## config.mk

```make
export PLATFORM = sky130hd
export DESIGN_NAME = fir_decimator_requant
export DESIGN_NICKNAME = d
export VERILOG_FILES = /design/src/rtl/fir_decimator_requant.sv
export SDC_FILE = /design/constraint.sdc
export NUM_CORES = 1
export LEC_CHECK = 0
export CAP_MARGIN = 20
export CORE_ASPECT_RATIO = 1.25
export CORE_MARGIN = 5
export CORE_UTILIZATION = 31
export CTS_CLUSTER_DIAMETER = 60
export DETAILED_ROUTE_END_ITERATION = 6
export GPL_TIMING_DRIVEN = 0
export PLACE_DENSITY = 0.59
export SETUP_SLACK_MARGIN = 0.02
export SYNTH_ARGS = -nofsm -noshare
export SYNTH_HDL_FRONTEND = slang
export SYNTH_SLANG_ARGS = --single-unit
```

## constraint.sdc

```tcl
create_clock -name clk -period 6.3 [get_ports clk]
set_input_delay 1.26 -clock clk [delete_from_list [all_inputs] [get_ports clk]]
set_output_delay 1.26 -clock clk [all_outputs]
set_load 0.01 [all_outputs]
```

## src/rtl/fir_decimator_requant.sv

```systemverilog
// Decimating requantiser: keeps every Dth FIR output, rounds/shifts/saturates it, queues it in a FIFO.
// Optional feature macro: DECIM_SAT_CNT_EN builds the 8-bit saturation event counter in status[15:8].
module fir_decimator_requant #(
    parameter int IN_WIDTH   = 18,
    parameter int OUT_WIDTH  = 16,
    parameter int FIFO_DEPTH = 4
) (
    input  logic                        clk,
    input  logic                        rst_n,
    input  logic                        enable,
    input  logic [7:0]                  decim_factor,
    input  logic [4:0]                  shift,
    input  logic                        sat_clr,
    input  logic signed [IN_WIDTH-1:0]  din,
    input  logic                        din_valid,
    output logic                        din_ready,
    output logic signed [OUT_WIDTH-1:0] dout,
    output logic                        dout_valid,
    input  logic                        dout_ready,
    output logic [15:0]                 status
);

    localparam int AW = (FIFO_DEPTH > 1) ? $clog2(FIFO_DEPTH) : 1;
    localparam int CW = AW + 1;
    localparam logic [CW-1:0] DEPTH_C = CW'(FIFO_DEPTH);
    localparam logic [5:0] SHIFT_CAP = 6'(IN_WIDTH);
    localparam logic signed [IN_WIDTH:0] ONE = 1;
    localparam logic signed [IN_WIDTH:0] SAT_MAX = {{(IN_WIDTH-OUT_WIDTH+2){1'b0}}, {(OUT_WIDTH-1){1'b1}}};
    localparam logic signed [IN_WIDTH:0] SAT_MIN = {{(IN_WIDTH-OUT_WIDTH+2){1'b1}}, {(OUT_WIDTH-1){1'b0}}};

    logic                        en_q;
    logic [7:0]                  d_eff;
    logic [7:0]                  d_req;
    logic [7:0]                  phase;
    logic                        accept;
    logic                        kept;
    logic [4:0]                  sh_eff;
    logic signed [IN_WIDTH:0]    ext;
    logic signed [IN_WIDTH:0]    rnd;
    logic signed [IN_WIDTH:0]    sum;
    logic signed [IN_WIDTH:0]    v;
    logic signed [OUT_WIDTH-1:0] q;
    logic                        clamp;
    logic                        sat_event;
    logic                        sat_sticky;
    logic [7:0]                  sat_cnt_q;
    logic                        s1_valid;
    logic signed [OUT_WIDTH-1:0] s1_data;
    logic signed [OUT_WIDTH-1:0] mem [FIFO_DEPTH];
    logic [AW-1:0]               wr_ptr;
    logic [AW-1:0]               rd_ptr;
    logic [CW-1:0]               count;
    logic [CW-1:0]               count_nxt;
    logic [CW:0]                 occ_nxt;
    logic                        push;
    logic                        pop;

    assign d_req     = (decim_factor == 8'd0) ? 8'd1 : decim_factor;
    assign accept    = din_valid && din_ready;
    assign kept      = accept && (phase == 8'd0);
    assign sat_event = kept && clamp;

    // Shifts at or beyond the input width all round to zero, so capping keeps the
    // rounding constant inside IN_WIDTH+1 bits without changing the result.
    always_comb begin
        sh_eff = ({1'b0, shift} > SHIFT_CAP) ? SHIFT_CAP[4:0] : shift;
        ext    = {din[IN_WIDTH-1], din};
        rnd    = ONE << (sh_eff - 5'd1);
        sum    = ext + rnd;
        v      = sum >>> sh_eff;
        clamp  = 1'b0;
        q      = v[OUT_WIDTH-1:0];
        if (v > SAT_MAX) begin
            q     = SAT_MAX[OUT_WIDTH-1:0];
            clamp = 1'b1;
        end else if (v < SAT_MIN) begin
            q     = SAT_MIN[OUT_WIDTH-1:0];
            clamp = 1'b1;
        end
    end

    assign push       = s1_valid;
    assign dout_valid = (count != '0);
    assign pop        = dout_valid && dout_ready;
    assign dout       = dout_valid ? mem[rd_ptr] : '0;

    always_comb begin
        count_nxt = count;
        if (push && !pop) begin
            count_nxt = count + CW'(1);
        end else if (!push && pop) begin
            count_nxt = count - CW'(1);
        end
    end

    // Ready looks at next-cycle occupancy including the sample entering stage 1,
    // so every accepted sample is guaranteed a FIFO slot.
    assign occ_nxt = {1'b0, count_nxt} + {{CW{1'b0}}, kept};

    always_ff @(posedge clk) begin
        if (!rst_n) begin
            en_q       <= 1'b0;
            d_eff      <= d_req;
            phase      <= 8'd0;
            din_ready  <= 1'b0;
            s1_valid   <= 1'b0;
            s1_data    <= '0;
            sat_sticky <= 1'b0;
            wr_ptr     <= '0;
            rd_ptr     <= '0;
            count      <= '0;
        end else begin
            en_q      <= enable;
            din_ready <= enable && (occ_nxt < {1'b0, DEPTH_C});
            if (!enable) begin
                d_eff <= d_req;
                phase <= 8'd0;
            end else if (accept) begin
                phase <= (phase == d_eff - 8'd1) ? 8'd0 : phase + 8'd1;
            end
            s1_valid <= kept;
            if (kept) begin
                s1_data <= q;
            end
            if (sat_event) begin
                sat_sticky <= 1'b1;
            end else if (sat_clr) begin
                sat_sticky <= 1'b0;
            end
            if (push) begin
                wr_ptr <= wr_ptr + AW'(1);
            end
            if (pop) begin
                rd_ptr <= rd_ptr + AW'(1);
            end
            count <= count_nxt;
        end
    end

    always_ff @(posedge clk) begin
        if (rst_n && push) begin
            mem[wr_ptr] <= s1_data;
        end
    end

`ifdef DECIM_SAT_CNT_EN
    always_ff @(posedge clk) begin
        if (!rst_n) begin
            sat_cnt_q <= 8'h00;
        end else if (sat_event) begin
            if (sat_cnt_q != 8'hFF) begin
                sat_cnt_q <= sat_cnt_q + 8'd1;
            end
        end else if (sat_clr) begin
            sat_cnt_q <= 8'h00;
        end
    end
`else
    assign sat_cnt_q = 8'h00;
`endif

    assign status = {sat_cnt_q, 4'(count), sat_sticky, (count == '0), (count == DEPTH_C), en_q};

endmodule

```

==> results of run 1 <==
==> critical path, stage by stage <==
cell and delay (ns):
sky130_fd_sc_hd__clkdlybuf4s50_1 0.61, sky130_fd_sc_hd__o31ai_4 0.46, sky130_fd_sc_hd__nand2_2 0.23, sky130_fd_sc_hd__clkbuf_1 0.32
sky130_fd_sc_hd__nand2_1 0.33, sky130_fd_sc_hd__nor2_1 0.09, sky130_fd_sc_hd__ha_1 0.32, sky130_fd_sc_hd__buf_2 0.21
sky130_fd_sc_hd__nand4_2 0.22, sky130_fd_sc_hd__nor3_1 0.43, sky130_fd_sc_hd__nand2_1 0.14, sky130_fd_sc_hd__a31oi_2 0.26
sky130_fd_sc_hd__a21oi_1 0.10, sky130_fd_sc_hd__o31ai_1 0.45, sky130_fd_sc_hd__a31oi_2 0.25, sky130_fd_sc_hd__a221oi_1 0.33
sky130_fd_sc_hd__o221a_1 0.23
==> metal layers <==
layer | vias to the layer above | routed length [um]
li1 | 2914 | -
met1 | 2786 | 8320
met2 | 160 | 9580
met3 | 32 | 738
met4 | 0 | 598
met5 | - | 0
==> repair_timing <==
| action | in CTS | in global routing |
|---|---|---|
| setup endpoints to repair | 0 | 4 |
| gates resized for setup | 0 | 2 |
| hold buffers | 0 | 0 |
| setup buffers | 0 | 0 |
==> registers in the layout, indices dropped and copies added (netlist names), named ones only <==
name,count
sat_sticky,1
push,1
rd_ptr,2
mem,64
count,3
din_ready,1
phase,8
s1_data,16
en_q,1
d_eff,8
wr_ptr,2
==> area by class of cell <==
| class | count | area [um^2] |
|---|---|---|
| buffer | 58 | 384 |
| tap | 292 | 365 |
| inverter | 20 | 75.1 |
| clock inverter | 4 | 77.6 |
| fill | 2390 | 14900 |
| clock buffer | 12 | 268 |
| sequential | 109 | 2900 |
| multi-input combinational | 561 | 4100 |
| timing repair buffer | 59 | 591 |
==> logic make-up after synthesis <==
kind of cell | after synthesis
AND/OR/NAND/NOR | 259
AO/OA/AOI/OAI | 201
flip-flops | 109
buffers and inverters | 78
multiplexers | 33
XOR/XNOR | 30
adder cells (fa/ha/maj) | 29
other | 1
==> metrics by stage <==
step	setup slack (ns)	cell area [um^2]
2_1_floorplan	1.49	7450
3_3_place_gp	-0.154	8400
3_5_place_dp	-0.188	8400
4_1_cts	0.165	8750
5_1_grt	0.0866	8760
6_report	0.325	8760
==> worst min path at each step <==
stage	slack [ns]	depth (start not counted)	from	endpoint
floorplan	0.43	2	sat_sticky$_SDFFE_PN0P_	sat_sticky$_SDFFE_PN0P_
global placement	0.44	2	sat_sticky$_SDFFE_PN0P_	sat_sticky$_SDFFE_PN0P_
detailed placement	0.45	2	sat_sticky$_SDFFE_PN0P_	sat_sticky$_SDFFE_PN0P_
CTS	0.46	2	sat_sticky$_SDFFE_PN0P_	sat_sticky$_SDFFE_PN0P_
global route	0.49	2	sat_sticky$_SDFFE_PN0P_	sat_sticky$_SDFFE_PN0P_
finish	0.45	2	sat_sticky$_SDFFE_PN0P_	sat_sticky$_SDFFE_PN0P_
==> report_power, final <==
group	total [mW]	internal [mW]	switching (mW)
logic	0.845	0.427	0.418
registers	0.912	0.847	0.0648
clock network	0.621	0.385	0.236
total	2.38	1.66	0.719
==> Yosys cell counts, types with 4 or more instances <==
library cell,count,area (um^2)
sky130_fd_sc_hd__o221a_1,7,78.8
sky130_fd_sc_hd__xor2_1,12,105
sky130_fd_sc_hd__clkbuf_1,24,90.1
sky130_fd_sc_hd__a211oi_1,4,30.0
sky130_fd_sc_hd__o211ai_2,4,50.1
sky130_fd_sc_hd__a21oi_1,32,160
sky130_fd_sc_hd__ha_1,28,350
sky130_fd_sc_hd__edfxtp_1,72,2160
sky130_fd_sc_hd__buf_4,15,113
sky130_fd_sc_hd__and2_1,29,181
sky130_fd_sc_hd__o31ai_1,11,82.6
sky130_fd_sc_hd__o211ai_1,11,82.6
sky130_fd_sc_hd__xnor2_1,18,158
sky130_fd_sc_hd__o21ai_1,9,45.0
sky130_fd_sc_hd__o22ai_1,5,31.3
sky130_fd_sc_hd__mux2i_1,14,140
sky130_fd_sc_hd__nor4_1,7,43.8
sky130_fd_sc_hd__clkbuf_8,4,55.1
sky130_fd_sc_hd__inv_1,19,71.3
sky130_fd_sc_hd__a21oi_2,5,43.8
sky130_fd_sc_hd__nor3_1,13,65.1
sky130_fd_sc_hd__nor2_2,4,25.0
sky130_fd_sc_hd__nand2b_1,12,75.1
sky130_fd_sc_hd__nand2_1,61,229
sky130_fd_sc_hd__nor2_1,60,225
sky130_fd_sc_hd__or3_1,7,43.8
sky130_fd_sc_hd__or2_2,4,25.0
sky130_fd_sc_hd__a21o_1,9,67.6
sky130_fd_sc_hd__o21ai_0,26,130
sky130_fd_sc_hd__a22oi_1,4,30.0
sky130_fd_sc_hd__o211a_1,5,50.1
sky130_fd_sc_hd__buf_2,5,25.0
sky130_fd_sc_hd__nand4_1,5,31.3
sky130_fd_sc_hd__o21a_1,4,30.0
sky130_fd_sc_hd__buf_6,8,90.1
sky130_fd_sc_hd__nand3_1,18,90.1
sky130_fd_sc_hd__and3_1,9,56.3
sky130_fd_sc_hd__dfxtp_1,37,741
sky130_fd_sc_hd__mux4_2,17,383
sky130_fd_sc_hd__nor2b_1,8,50.1
sky130_fd_sc_hd__a31oi_1,13,81.3
==> impl_summary.md, run 1 <==
Layout
The count of non-filler cells in the finished layout is 1115. The final net count is 884. Leaving out fill and tap cells, the most frequent cells in the layout are sky130_fd_sc_hd__edfxtp_1, sky130_fd_sc_hd__nand2_1, sky130_fd_sc_hd__nor2_1.

For this run, the share of the core covered by cells in the final layout is 0.371. The library cell used most frequently in the layout, excluding fill and tap cells, is sky130_fd_sc_hd__edfxtp_1. The number of diodes is 0.

Of the cells placed in the final design, the portion with a size suffix greater than 1 is 0.140. The relative area change from synthesis to final layout is 18.2%.

GRT
The number of antenna violations at the first check in global routing is 0. For met1 alone, demand over resource in global routing was 0.174. The global-route wire length before repair is 30600 um.

Entering global routing, the biggest net connects 18 pins. The met3 layer usage reported by global route is 0.0153. The layer flagged by global routing as most heavily used is met2. In the global route stage, met2 resource usage came out at 0.248. The via count of the first global-routing pass is 5721. The global-route usage over all layers is 0.139. The total overflow left after global routing is 0.

Worst setup path
The worst setup path is launched from a primary input. STA classifies the critical path endpoint as a flop. In this run the critical register-to-register path is launched from d_eff[2]$_SDFFCE_PN0N_. The critical path is of the in -> reg type. The setup check on the worst reg-to-reg path leaves a slack of 3.56 ns. The worst register-to-register path ends at phase[4]$_SDFFE_PN0P_.

The destination of the critical timing path is s1_data[12]$_SDFFE_PN0P_. Data on the critical path is required at its endpoint by 6.59 ns. At the worst endpoint, the arrival time is 6.26 ns. The number of cells traversed by the worst register-to-register path is 9. The largest fanout on the critical path is 10. The start point of the critical path is shift[3].

Synth
The number of different library cells used by synthesis comes to 97. The dominant combinational cell family by area after synthesis is compound AO/OA/AOI/OAI gates. Counting flops and latches in the post-synthesis netlist gives 109. Counting flops with an async set or reset pin after synthesis yields a share of 0.

The synthesized design contains 72 enable-type register cells. The predominant post-synthesis flop cell is sky130_fd_sc_hd__edfxtp_1. Of the total synthesized cell area, the portion taken by AND, OR, NAND and NOR gates is 0.180.

The xor/xnor cell area share of the yosys netlist is 0.0354. The cell area after technology mapping is 7420 um^2. The compound-cell area share of the yosys netlist is 0.207.

The yosys synthesis warning count is 0. In this run the mean area of a mapped cell was 10.0 um^2. The post-synthesis sequential area ratio is 0.391. After synthesis, the share of cell area in mux cells is 0.0735. The number of standard cells after synthesis is 740. Of the total synthesized cell area, the portion taken by full adders, half adders and majority gates is 0.0499.

Drt
The mean number of vias per cell is 5.28. In this run the remaining antenna-violating nets after routing total 0. The post-detailed-route wirelength per cell is 17.2 um.

The DRC violation count after routing is 0. The wire length after detailed routing is 19200 um. The detailed-routing iteration count for the pre-antenna-repair pass is 5. For this block, the initial DRC count from the detailed router was 312. The total number of vias is 5892.

Clock tree
The clock-pin slew reported for the worst setup and hold paths after clock tree synthesis is 0.07 ns. The number of buffers created by CTS is 9. The CTS sink count is 109. The CTS root buffer is sky130_fd_sc_hd__clkbuf_16.

TritonCTS built the clock tree. The H-tree was split into 3 levels. The maximum clock path buffer count is 2. The clock latency on the worst-skew pair is 0.34 ns.

Timing
The number of hold violations in the final report is 0. The time the final worst path needs with I/O delays and setup is 5.97 ns. Across the routed clock network, the largest skew measured is 0.00672 ns. The worst hold slack is 0.451 ns. Setup repair after global routing left no endpoint under its margin.

The count of final max-slew check failures was 0. The maximum achievable frequency is 167 MHz. The final setup violation count is 0. The slew at the pin with the worst max-slew slack is 0.851 ns.

Dividing the final minimum period by the clock period gives 0.948. The worst relative slew slack is 0.433. The total negative slack for setup checks is 0 ns.

Floorplan
71 I/O pins were placed. The total area inside the core boundary comes to 23600 um^2. The number of standard-cell rows in the floorplan is 63.

The floorplan step set the die height to 183 um. The floorplan step defined a die boundary enclosing 27100 um^2. The chip width is 148 um. For this configuration, the core starts out at a cell density of 0.314.

Placed design
The number of port buffers is 59. The global placer's final weighted congestion is 0.958. The total instance count after detailed placement is 1099. The wire-length estimate of the detail-placed layout is 15100 um.

Flow run
Across the run, the number of max-cap violations was 0.

Power and ir drop
Summed over all cells, the static leakage comes to 3.23 nW. The design draws 2.38 mW. The power density of the placed cells is 271 nW/um^2. VDD sags by at most 0.000124 V.

Min path
In this run the worst hold path is classified as reg -> reg.

Outcome
The run finished with clean final reports.
Note: power is estimated with default switching activity, not from simulation.
==> inputs of run 2 (changes only) <==
--- a/config.mk
+++ b/config.mk
@@ -12,7 +12,7 @@
 export CTS_CLUSTER_DIAMETER = 60
 export DETAILED_ROUTE_END_ITERATION = 6
 export GPL_TIMING_DRIVEN = 0
-export PLACE_DENSITY = 0.59
+export PLACE_DENSITY = 0.46
 export SETUP_SLACK_MARGIN = 0.02
 export SYNTH_ARGS = -nofsm -noshare
 export SYNTH_HDL_FRONTEND = slang
==> run 2 against run 1 <==
First-iteration DRC count is 16% lower. Count of clock-buffer cells in the layout is 2 lower. Utilization is 0.17 points lower. Wire length is 9.3% higher. Combinational power is 2% higher. Via count is 0.88% higher. Sequential cell count stayed put. Cell count stayed put. Register-to-register slack hardly changed. Largest cell class unchanged. Sequential power hardly changed. Critical path type unchanged.
==> impl_summary.md, run 2 (synthesized netlist as in run 1, its figures left out) <==
Floorplan
The initialized floorplan defines 63 standard-cell rows. The vertical extent of the die is 183 um. Pin placement for this block handled 71 I/O pins. The initial cell density of the core is 0.314. In this run the standard cell core region covers 23600 um^2.

The die footprint is 27100 um^2. The chip width is 148 um.

Layout
The final net count is 884. The most common cell after layout, fill and taps aside is sky130_fd_sc_hd__edfxtp_1. The final-layout fill cell count is 2412.

The flip-flop count of the largest register after layout is 64. In the layout the commonest cells are sky130_fd_sc_hd__edfxtp_1, sky130_fd_sc_hd__nand2_1, sky130_fd_sc_hd__nor2_1. The register name with the most flops is mem. The fraction of final layout cells sized beyond drive strength 1 is 0.141. The relative area change from synthesis to final layout is 17.6%.

The largest registers in the layout are mem: 64 flops, s1_data: 16 flops. The number of antenna diodes in the final layout is 0. The final core utilization is 0.369.

GRT
Entering global routing, the biggest net connects 19 pins. In the global route stage, overall resource usage came out at 0.156. The via count of the first global-routing pass is 6242. Summed over all layers, the global routing overflow is 0. The global-route wire length before repair is 33700 um. The number of antenna violations at the first check in global routing is 0.

Drt
The count of nets left with antenna violations once routing finished came out at 0. The post-detailed-route wirelength per cell is 18.9 um. The wire length after detailed routing is 21000 um. The detailed-routing iteration count for the pre-antenna-repair pass is 5. The routed layout has 5944 vias.

Using the TritonRoute via totals, the vias-per-cell ratio works out to 5.33. The DRC violation count after routing is 0. The starting DRC count in detailed routing is 261.

Timing
The worst relative slew slack is 0.385. The time the final worst path needs with I/O delays and setup is 6.07 ns. The count of final max-slew check failures is 0. The total negative slack for setup checks is 0 ns. Setup repair after global routing could not meet its margin everywhere. The number of hold violations in the final report came to 0.

The worst-case clock skew is 0.0112 ns. The maximum achievable frequency is 165 MHz. The final critical-path share of the clock period is 0.964.

The final setup violation count is 0. For the pin with the worst max-slew slack, the measured transition is 0.923 ns.

Clock tree
After clock tree synthesis, the clock-pin slew on the worst setup and hold paths is 0.07 ns. The cell sitting at the root of the clock tree is a sky130_fd_sc_hd__clkbuf_16. The H-tree generated during clock tree synthesis spans 3 levels. The maximum clock path buffer count is 2. The clock tree from TritonCTS is yes. After clock tree synthesis, the repair step resized 0 gates.

The CTS sink count is 109. Buffers added to address setup during post-CTS repair amount to 0. After clock tree synthesis, the flow added hold-fix buffers numbering 0. The number of buffers created by CTS is 9. The clock latency on the worst-skew pair is 0.34 ns.

Power and ir drop
Dividing total power by cell area gives a power density of 266 nW/um^2. The worst ir drop on vdd is 0.000114 V. The leakage power of the design is 3.20 nW.

Worst setup path
For the worst setup path, the data arrival time is 6.30 ns. The critical path in this run is classified as in -> reg. The element type at the critical path start is a primary input. The endpoint type of the worst setup path is a flop.

Along the worst path, the maximum fanout reaches 10. The data required time of the critical path is 6.53 ns.

Placed design
In this run the tool buffered the top-level ports with 59 buffer cells. After legalization and detailed placement, the total HPWL measured 16900 um. Routability-driven placement finished with a final weighted congestion of 0.900.

Outcome
The run finished with clean final reports.

Flow run
The max capacitance violation total is 0.

Min path
The worst min-delay path category is reg -> reg.
==> run 2: changes by cell type in the layout (fill, tap and decap cells not counted), sizes merged <==
| cell | previous run | this run |
|---|---|---|
| inv | 19 | 20 |
| clkinvlp | 0 | 1 |
| clkbuf | 41 | 39 |
| clkinv | 3 | 4 |
| bufinv | 2 | 1 |
==> run 2: worst max-delay path, stage by stage <==
cell and delay (ns):
sky130_fd_sc_hd__clkdlybuf4s50_1 0.62, sky130_fd_sc_hd__o31ai_4 0.46, sky130_fd_sc_hd__nand2_2 0.23, sky130_fd_sc_hd__clkbuf_1 0.33
sky130_fd_sc_hd__nand2_1 0.33, sky130_fd_sc_hd__nor2_1 0.09, sky130_fd_sc_hd__ha_1 0.31, sky130_fd_sc_hd__buf_2 0.22
sky130_fd_sc_hd__nand4_2 0.22, sky130_fd_sc_hd__or4b_1 0.51, sky130_fd_sc_hd__a21oi_1 0.29, sky130_fd_sc_hd__o21ai_0 0.25
sky130_fd_sc_hd__nand3_1 0.16, sky130_fd_sc_hd__a31oi_1 0.09, sky130_fd_sc_hd__a211oi_1 0.51, sky130_fd_sc_hd__a21oi_1 0.17
sky130_fd_sc_hd__o221a_1 0.23
==> run 2: per-stage QoR <==
step                      total power [mW]  cell area (um^2)  setup WS (ns)  hold slack, ns  instances
after floorplan                       1.43              7450           1.49           0.429        748
final                                 2.32              8720          0.227           0.457       1115
after global routing                  2.46              8720        -0.0107           0.507       1115
after global placement                1.78              8400         -0.294           0.441       1099
after detailed placement              1.80              8400         -0.269           0.455       1099
after CTS                             2.35              8700         0.0824           0.466       1115
==> run 2: path summary, 6_finish.rpt <==
path | cells past startpoint | from | slack (ns) | end
worst max-delay path | 17 | shift[3] | 0.23 | s1_data[11]$_SDFFE_PN0P_
worst max register to register | 9 | d_eff[0]$_SDFFCE_PN1N_ | 3.55 | phase[7]$_SDFFE_PN0P_
worst min register to register | 2 | sat_sticky$_SDFFE_PN0P_ | 0.46 | sat_sticky$_SDFFE_PN0P_
worst min-delay path | 2 | sat_sticky$_SDFFE_PN0P_ | 0.46 | sat_sticky$_SDFFE_PN0P_
==> run 2: metal layers <==
layer	GRT usage	vias up	share of wire
met1	0.175	2861	0.40
met5	0	-	0
li1	-	2920	-
met2	0.300	132	0.55
met4	0.0677	0	0.034
met3	0.0133	31	0.024
==> run 2: where the power goes <==
part | internal [mW] | switching [mW] | leakage (nW)
combinational | 0.428 | 0.430 | 2.09
clock | 0.308 | 0.241 | 0.140
sequential | 0.847 | 0.0633 | 0.972
==> run 2: area by class of cell <==
| type | instances | area [um^2] | share of cell area |
|---|---|---|---|
| buffer | 58 | 384 | 0.0440 |
| clock inverter | 6 | 63.8 | 0.00731 |
| inverter | 20 | 75.1 | 0.00861 |
| timing repair buffer | 59 | 591 | 0.0677 |
| multi-input combinational | 561 | 4110 | 0.471 |
| sequential | 109 | 2900 | 0.333 |
| clock buffer | 10 | 229 | 0.0262 |
| tap | 292 | 365 | 0.0419 |
